[src/rtl/load_store_unit_pkg.sv]
// Shared definitions for load_store_unit: access sizes, FSM states, word width.
// Sub-word (byte/half) support is compiled in only when LSU_SUBWORD_EN is defined.
`ifndef WORD
`define WORD 31:0
`endif

package load_store_unit_pkg;
  localparam int unsigned WORD_W = 32;

  typedef enum logic [1:0] {
    SZ_BYTE = 2'b00,
    SZ_HALF = 2'b01,
    SZ_WORD = 2'b10,
    SZ_RSVD = 2'b11
  } size_e;

  typedef enum logic [2:0] {
    ST_IDLE,
    ST_RD,
    ST_CAP,
    ST_WR,
    ST_RESP
  } lsu_state_e;
endpackage

[src/rtl/load_store_unit_align.sv]
// lsu_align: combinational load extract/extend and store merge for one word.
// Without LSU_SUBWORD_EN only word accesses exist, so data passes straight through.
module lsu_align
  import load_store_unit_pkg::*;
(
  input  logic [1:0]        size,
  input  logic              zero_ext,
  input  logic [1:0]        byte_off,
  input  logic [WORD_W-1:0] rdata,
  input  logic [WORD_W-1:0] wdata,
  output logic [WORD_W-1:0] load_data,
  output logic [WORD_W-1:0] merge_data
);

`ifdef LSU_SUBWORD_EN
  logic [7:0]  lane_b;
  logic [15:0] lane_h;

  always_comb begin
    lane_b     = rdata[{byte_off, 3'b000} +: 8];
    lane_h     = rdata[{byte_off[1], 4'b0000} +: 16];
    load_data  = rdata;
    merge_data = rdata;
    case (size)
      SZ_BYTE: begin
        load_data = {{24{~zero_ext & lane_b[7]}}, lane_b};
        merge_data[{byte_off, 3'b000} +: 8] = wdata[7:0];
      end
      SZ_HALF: begin
        load_data = {{16{~zero_ext & lane_h[15]}}, lane_h};
        merge_data[{byte_off[1], 4'b0000} +: 16] = wdata[15:0];
      end
      default: begin
        load_data  = rdata;
        merge_data = wdata;
      end
    endcase
  end
`else
  logic unused_cfg;
  assign unused_cfg = ^{size, zero_ext, byte_off};
  assign load_data  = rdata;
  assign merge_data = wdata;
`endif

endmodule

[src/rtl/load_store_unit.sv]
// load_store_unit: ready/valid load/store front end to a word-wide data memory.
// Define LSU_SUBWORD_EN to enable byte/half accesses (read-modify-write stores).
module load_store_unit
  import load_store_unit_pkg::*;
#(
  parameter int unsigned SIZE = 1024
) (
  input  logic              clk,
  input  logic              reset,
  input  logic              req_valid,
  output logic              req_ready,
  input  logic              req_store,
  input  logic [1:0]        req_size,
  input  logic              req_unsigned,
  input  logic [WORD_W-1:0] req_addr,
  input  logic [WORD_W-1:0] req_wdata,
  output logic              resp_valid,
  output logic              resp_error,
  output logic [WORD_W-1:0] resp_data,
  output logic              mem_read,
  output logic              mem_write,
  output logic [WORD_W-1:0] mem_address,
  output logic [WORD_W-1:0] mem_write_data,
  input  logic [WORD_W-1:0] mem_read_data
);

  lsu_state_e        state_q, state_d;
  logic              store_q, unsigned_q, err_q;
  logic [1:0]        size_q, off_q;
  logic [WORD_W-1:0] wdata_q, load_q;
  logic [WORD_W-1:0] load_data, merge_data;
  logic              accept, align_ok, req_err;

  assign accept = req_valid && req_ready;

  always_comb begin
    align_ok = 1'b0;
`ifdef LSU_SUBWORD_EN
    case (req_size)
      SZ_BYTE: align_ok = 1'b1;
      SZ_HALF: align_ok = !req_addr[0];
      SZ_WORD: align_ok = (req_addr[1:0] == 2'b00);
      default: align_ok = 1'b0;
    endcase
`else
    align_ok = (req_size == SZ_WORD) && (req_addr[1:0] == 2'b00);
`endif
    req_err = !align_ok || ({2'b00, req_addr[31:2]} >= SIZE);
  end

  lsu_align u_align (
    .size       (size_q),
    .zero_ext   (unsigned_q),
    .byte_off   (off_q),
    .rdata      (mem_read_data),
    .wdata      (wdata_q),
    .load_data  (load_data),
    .merge_data (merge_data)
  );

  always_comb begin
    state_d = state_q;
    unique case (state_q)
      ST_IDLE: begin
        if (accept) begin
          if (req_err)                  state_d = ST_RESP;
          else if (!req_store)          state_d = ST_RD;
          else if (req_size == SZ_WORD) state_d = ST_WR;
          else                          state_d = ST_RD;
        end
      end
      ST_RD:   state_d = ST_CAP;
      ST_CAP:  state_d = store_q ? ST_WR : ST_RESP;
      ST_WR:   state_d = ST_RESP;
      ST_RESP: state_d = ST_IDLE;
      default: state_d = ST_IDLE;
    endcase
  end

  always_ff @(posedge clk or posedge reset) begin
    if (reset) begin
      state_q        <= ST_IDLE;
      store_q        <= 1'b0;
      unsigned_q     <= 1'b0;
      err_q          <= 1'b0;
      size_q         <= '0;
      off_q          <= '0;
      wdata_q        <= '0;
      load_q         <= '0;
      mem_address    <= '0;
      mem_write_data <= '0;
    end else begin
      state_q <= state_d;
      if (accept) begin
        store_q     <= req_store;
        unsigned_q  <= req_unsigned;
        err_q       <= req_err;
        size_q      <= req_size;
        off_q       <= req_addr[1:0];
        wdata_q     <= req_wdata;
        mem_address <= {2'b00, req_addr[31:2]};
        if (req_store && !req_err && req_size == SZ_WORD)
          mem_write_data <= req_wdata;
      end
      // Read data is only valid during CAP; capture both the extended and merged views.
      if (state_q == ST_CAP) begin
        load_q <= load_data;
        if (store_q)
          mem_write_data <= merge_data;
      end
    end
  end

  assign req_ready  = (state_q == ST_IDLE);
  assign mem_read   = (state_q == ST_RD);
  assign mem_write  = (state_q == ST_WR);
  assign resp_valid = (state_q == ST_RESP);
  assign resp_error = resp_valid && err_q;
  assign resp_data  = (resp_valid && !err_q && !store_q) ? load_q : '0;

endmodule
[config.mk]
export PLATFORM = sky130hd
export DESIGN_NAME = load_store_unit
export DESIGN_NICKNAME = d
export VERILOG_FILES = /design/src/rtl/load_store_unit_pkg.sv /design/src/rtl/load_store_unit_align.sv /design/src/rtl/load_store_unit.sv
export SDC_FILE = /design/constraint.sdc
export NUM_CORES = 1
export LEC_CHECK = 0
export ABC_AREA = 1
export CAP_MARGIN = 20
export CORE_UTILIZATION = 26
export CTS_BUF_LIST = sky130_fd_sc_hd__clkbuf_4
export DETAILED_ROUTE_END_ITERATION = 8
export GPL_TIMING_DRIVEN = 0
export PLACE_DENSITY = 0.53
export SYNTH_ARGS = -nofsm -noshare
export SYNTH_HDL_FRONTEND = slang
export SYNTH_HIERARCHICAL = 1
export SYNTH_SLANG_ARGS = --single-unit
[constraint.sdc]
create_clock -name clk -period 5.35 [get_ports clk]
set_input_delay 1.07 -clock clk [delete_from_list [all_inputs] [get_ports clk]]
set_output_delay 1.07 -clock clk [all_outputs]
set_load 0.02 [all_outputs]
# --- Word-level counts from Yosys, hierarchy flattened ---
# Index checks and enable logic that the tools add are counted.
totals:
  regBits: 131
  input_bits: 103
  output_inout_bits: 101
  word_cells: 39
op_classes:
  order_cmp: 1
  n_eq_ne: 6
  n_mux: 11
  n_reduce_logical: 14
op_table:
  columns: ["op", "count"]
  rows:
  - ["$mux W32", 5]
  - ["$ge A30 B11 Y1 const B", 1]
  - ["$pmux W3 S4", 1]
  - ["$mux W3", 3]
  - ["$logic_and A1 B1 Y1", 7]
  - ["$eq A3 B2 Y1 const B", 2]
  - ["$logic_not A1 Y1", 4]
  - ["$mux W2", 2]
  - ["$eq A3 B1 Y1 const B", 1]
  - ["$eq A3 B3 Y1 const B", 1]
  - ["$logic_not A3 Y1", 1]
  - ["$eq A2 B2 Y1 const B", 1]
  - ["$logic_not A2 Y1", 1]
  - ["$ne A2 B1 Y1 const B", 1]
  - ["$logic_or A1 B1 Y1", 1]

# --- Depth between registers and ports, before layout ---
depth:
  ltp_word: 11
  depth_mapped: 11
  depth_no_buf: 10

# --- By module ---
# Netlist, hierarchy kept.
by_module_without_submodules:
  columns: ["mod", "n_inst", "cells_per_inst", "area_each_um2", "seq_area_each_um2"]
  rows:
  - ["load_store_unit", 1, 804, 6383.6, 3403.3]
  - ["lsu_align", 1, 64, 480.5, 0.0]

# --- Least setup slack after synthesis ---
# OpenSTA, ideal clock, no wires.
synth_timing:
  kind: "register to output"
  startpoint: "register state_q[1]"
  endpoint: "output port resp_data[10]"
  arrival_time_ns: 1.661
  slack_ns: 2.619
  path_stages_with_launch: 7
  n_path_buf: 1
  cell_sequence: "dfrtp_1 > nor2_4 > inv_1 > nor2_1 > nand3_1 > buf_2 > nor2_1"
synth_between:
  elab_chain_cells: 4
synth_rtl:
  columns: ["item", "line", "source"]
  rows:
  - ["start, declared", "load_store_unit.sv:27", "lsu_state_e state_q, state_d;"]
  - ["start signal, assigned", "load_store_unit.sv:93", "state_q <= state_d;"]
  - ["$eq A3 B3 Y1", "load_store_unit.sv:117", "assign resp_valid = (state_q == ST_RESP);"]
  - ["via resp_valid", "load_store_unit.sv:17", "output logic resp_valid,"]
  - ["$logic_and A1 B1 Y1 (2 in a row)", "load_store_unit.sv:119", "assign resp_data = (resp_valid && !err_q && !store_q) ? load_q : '0;"]
  - ["$mux W32", "load_store_unit.sv:119", null]
  - ["end, declared", "load_store_unit.sv:19", "output logic [WORD_W-1:0] resp_data,"]
# The timed path passes the listed nets, and every way through them passes these cells.

# --- Final worst setup path ---
layout_timing:
  startpoint: "register state_q[1]"
  endpoint: "output port resp_data[2]"
layout_between:
  elab_chain_cells: 4
layout_rtl:
  columns: ["item", "line"]
  rows:
  - ["$eq A3 B3 Y1", "load_store_unit.sv:117"]
  - ["$logic_and A1 B1 Y1 (2 in a row)", "load_store_unit.sv:119"]
  - ["$mux W32", "load_store_unit.sv:119"]
# Every way passes these cells.

==> impl_metrics.ini <==
[worst_setup_path]
reg2regPathDepth = 8
crit-reg2reg-launch = state_q[2]
path_max_fanout = 10
reg2reg_slack_ns = 3.73
arrival_ns = 2.54
startpoint = state_q[1]
start_kind = register
worstPathRequired_ns = 4.28
worstSetupPathType = reg -> out
worstSetupEndpointType = output pin

[floorplan]
die_w_um = 162.4
io_pins = 204
die_h_um = 162.4
core_area_mm2 = 0.02518
rows = 58
start_util = 0.2657
die_area_mm2 = 0.02638

[detailed_routing]
drt_iter0_drc = 237
antenna_left = 0
dr.pass1.iters = 4
drc = 0
routed_via_density = 4.135
routedWlPerCell_um = 13.68
routed_wl_mm = 18.92
vias = 5719

[timing]
drv_slew = 0
hold_viol = 0
skew_ns = 0.02576
relSlewSlack = 0.4680
finalCriticalPeriod_ns = 3.608
fmax_mhz = 277.1
rsz0062_at_grt = false
timing.final.crit_share = 0.6745
report.final.setup_viol = 0
worstMarginPinSlew_ns = 0.7980

[global_route]
antenna_found_initial = 1
grt_start_max_net_pins = 84
grt_pass1_vias = 5822
overflow = 0
track_usage = 0.1505
grt_pass1_wl_mm = 30.55

[clock_tree]
clock_latency_ns = 0.55
clkTransAtPathRegs_ns = 0.13
cts_post_setup_buffers_inserted = 0
clock-root-buffer = clkbuf_4
cts-resized-gates = 0
ctsLongestPathBuffers = 2
htree_num_levels = 4
hold_buffers = 0
clkSinkCount = 131
cts_tree = yes
cts_buffers = 17

[cells_and_area]
final_cells = 1383
final_layout_size_suffix_gt1_frac = 0.1483
final_area_mm2 = 0.009096
nets = 1142
synthToLayoutAreaGrowth_pct = 35.96
num-fill-cells = 2682

[min_path]
hold_path.class = reg -> reg
hp-start = mem_address[4]
hold-path-cell-count = 2

[power_and_ir_drop]
total_leakage_power_nw = 4.566
power_density_mw_per_mm2 = 439.0
ir_drop_uv = 192.4

[flow_run]
maxCapViolCount = 0

[placed_design]
place_inst = 1350
placed_area_mm2 = 0.008811
place_hpwl_mm = 13.68
place.gp.congestion = 0.7492
io_buffers = 167

[logic_synthesis]
ys_warn_count = 6
avgSynthCellArea_um2 = 7.862
syn_area_mm2 = 0.006690
synthCells = 851

[outcome]
outcome = completed
[cell type report]
type,instances,area (um2),area share
Inverter,116,440.4,0.04842
Multi-Input combinational cell,493,2226,0.2447
Buffer,112,754.5,0.08294
Clock inverter,15,155.1,0.01706
Sequential cell,131,3278,0.3604
Antenna cell,1,2.502,0.0002751
Clock buffer,17,127.6,0.01403
Timing Repair Buffer,168,1699,0.1868
Tap cell,330,412.9,0.04539
[metrics by stage]
stage / power [mW] / setup TNS, ns / setup slack, ns / util / hold WS [ns]
global route: 4.309 / 0 / 1.458 / 0.3612 / 0.5172
detailed placement: 3.350 / 0 / 2.269 / 0.3499 / 0.4651
finish: 3.993 / 0 / 1.742 / 0.3612 / 0.4906
global placement: 3.330 / -207.29 / -1.595 / 0.3486 / 0.4620
CTS: 4.064 / 0 / 1.651 / 0.3611 / 0.4994
floorplan: 2.565 / 0 / 0.7823 / - / 0.4542
[sequential cells by signal, indices dropped and copies added (netlist names)]
signal and count:
mem_write_data 32, store_q 1, err_q 1, mem_address 30, load_q 32, wdata_q 32
state_q 3
[worst paths after layout]
| path | endpoint |
|---|---|
| setup / recovery | resp_data[2] |
| hold / removal | mem_address[4] |
| setup reg to reg | mem_write_data[25] |
| hold reg to reg | mem_address[4] |
| max in group asynchronous | wdata_q[15] |
| min in group asynchronous | mem_address[2] |
[layer usage]
metal,vias up,track usage,wire length [um],share of wire
met3,22,0.04278,1136,0.060
met1,2635,0.1919,8717,0.46
met2,141,0.2463,8775,0.46
met5,-,0,0,0
li1,2921,-,-,-
met4,0,0.04460,291,0.015
[where the power goes]
part	internal, mW	switching [mW]
logic	0.838	0.914
registers	1.36	0.188
clock network	0.280	0.410
[layout by cell type (no fill, tap or decap), types with 12 or more instances in the layout]
cell and instances:
nor2_1 82, nand4_1 32, inv_1 111, o21ai_0 73
clkdlybuf4s50_1 167, clkbuf_4 17, clkbuf_1 13, nand3_1 42
or2_2 12, dfrtp_1 131, buf_2 24, buf_4 69
nand2_1 214
[critical path, stage by stage, from the launching register on]
cell,delay [ns]
dfrtp_1,0.46
nor2_4,0.16
inv_1,0.09
nor2_1,0.13
nand3_1,0.19
buf_2,0.25
nor2_1,0.12
clkdlybuf4s50_1,0.62
(Power assumes the default switching activity.)
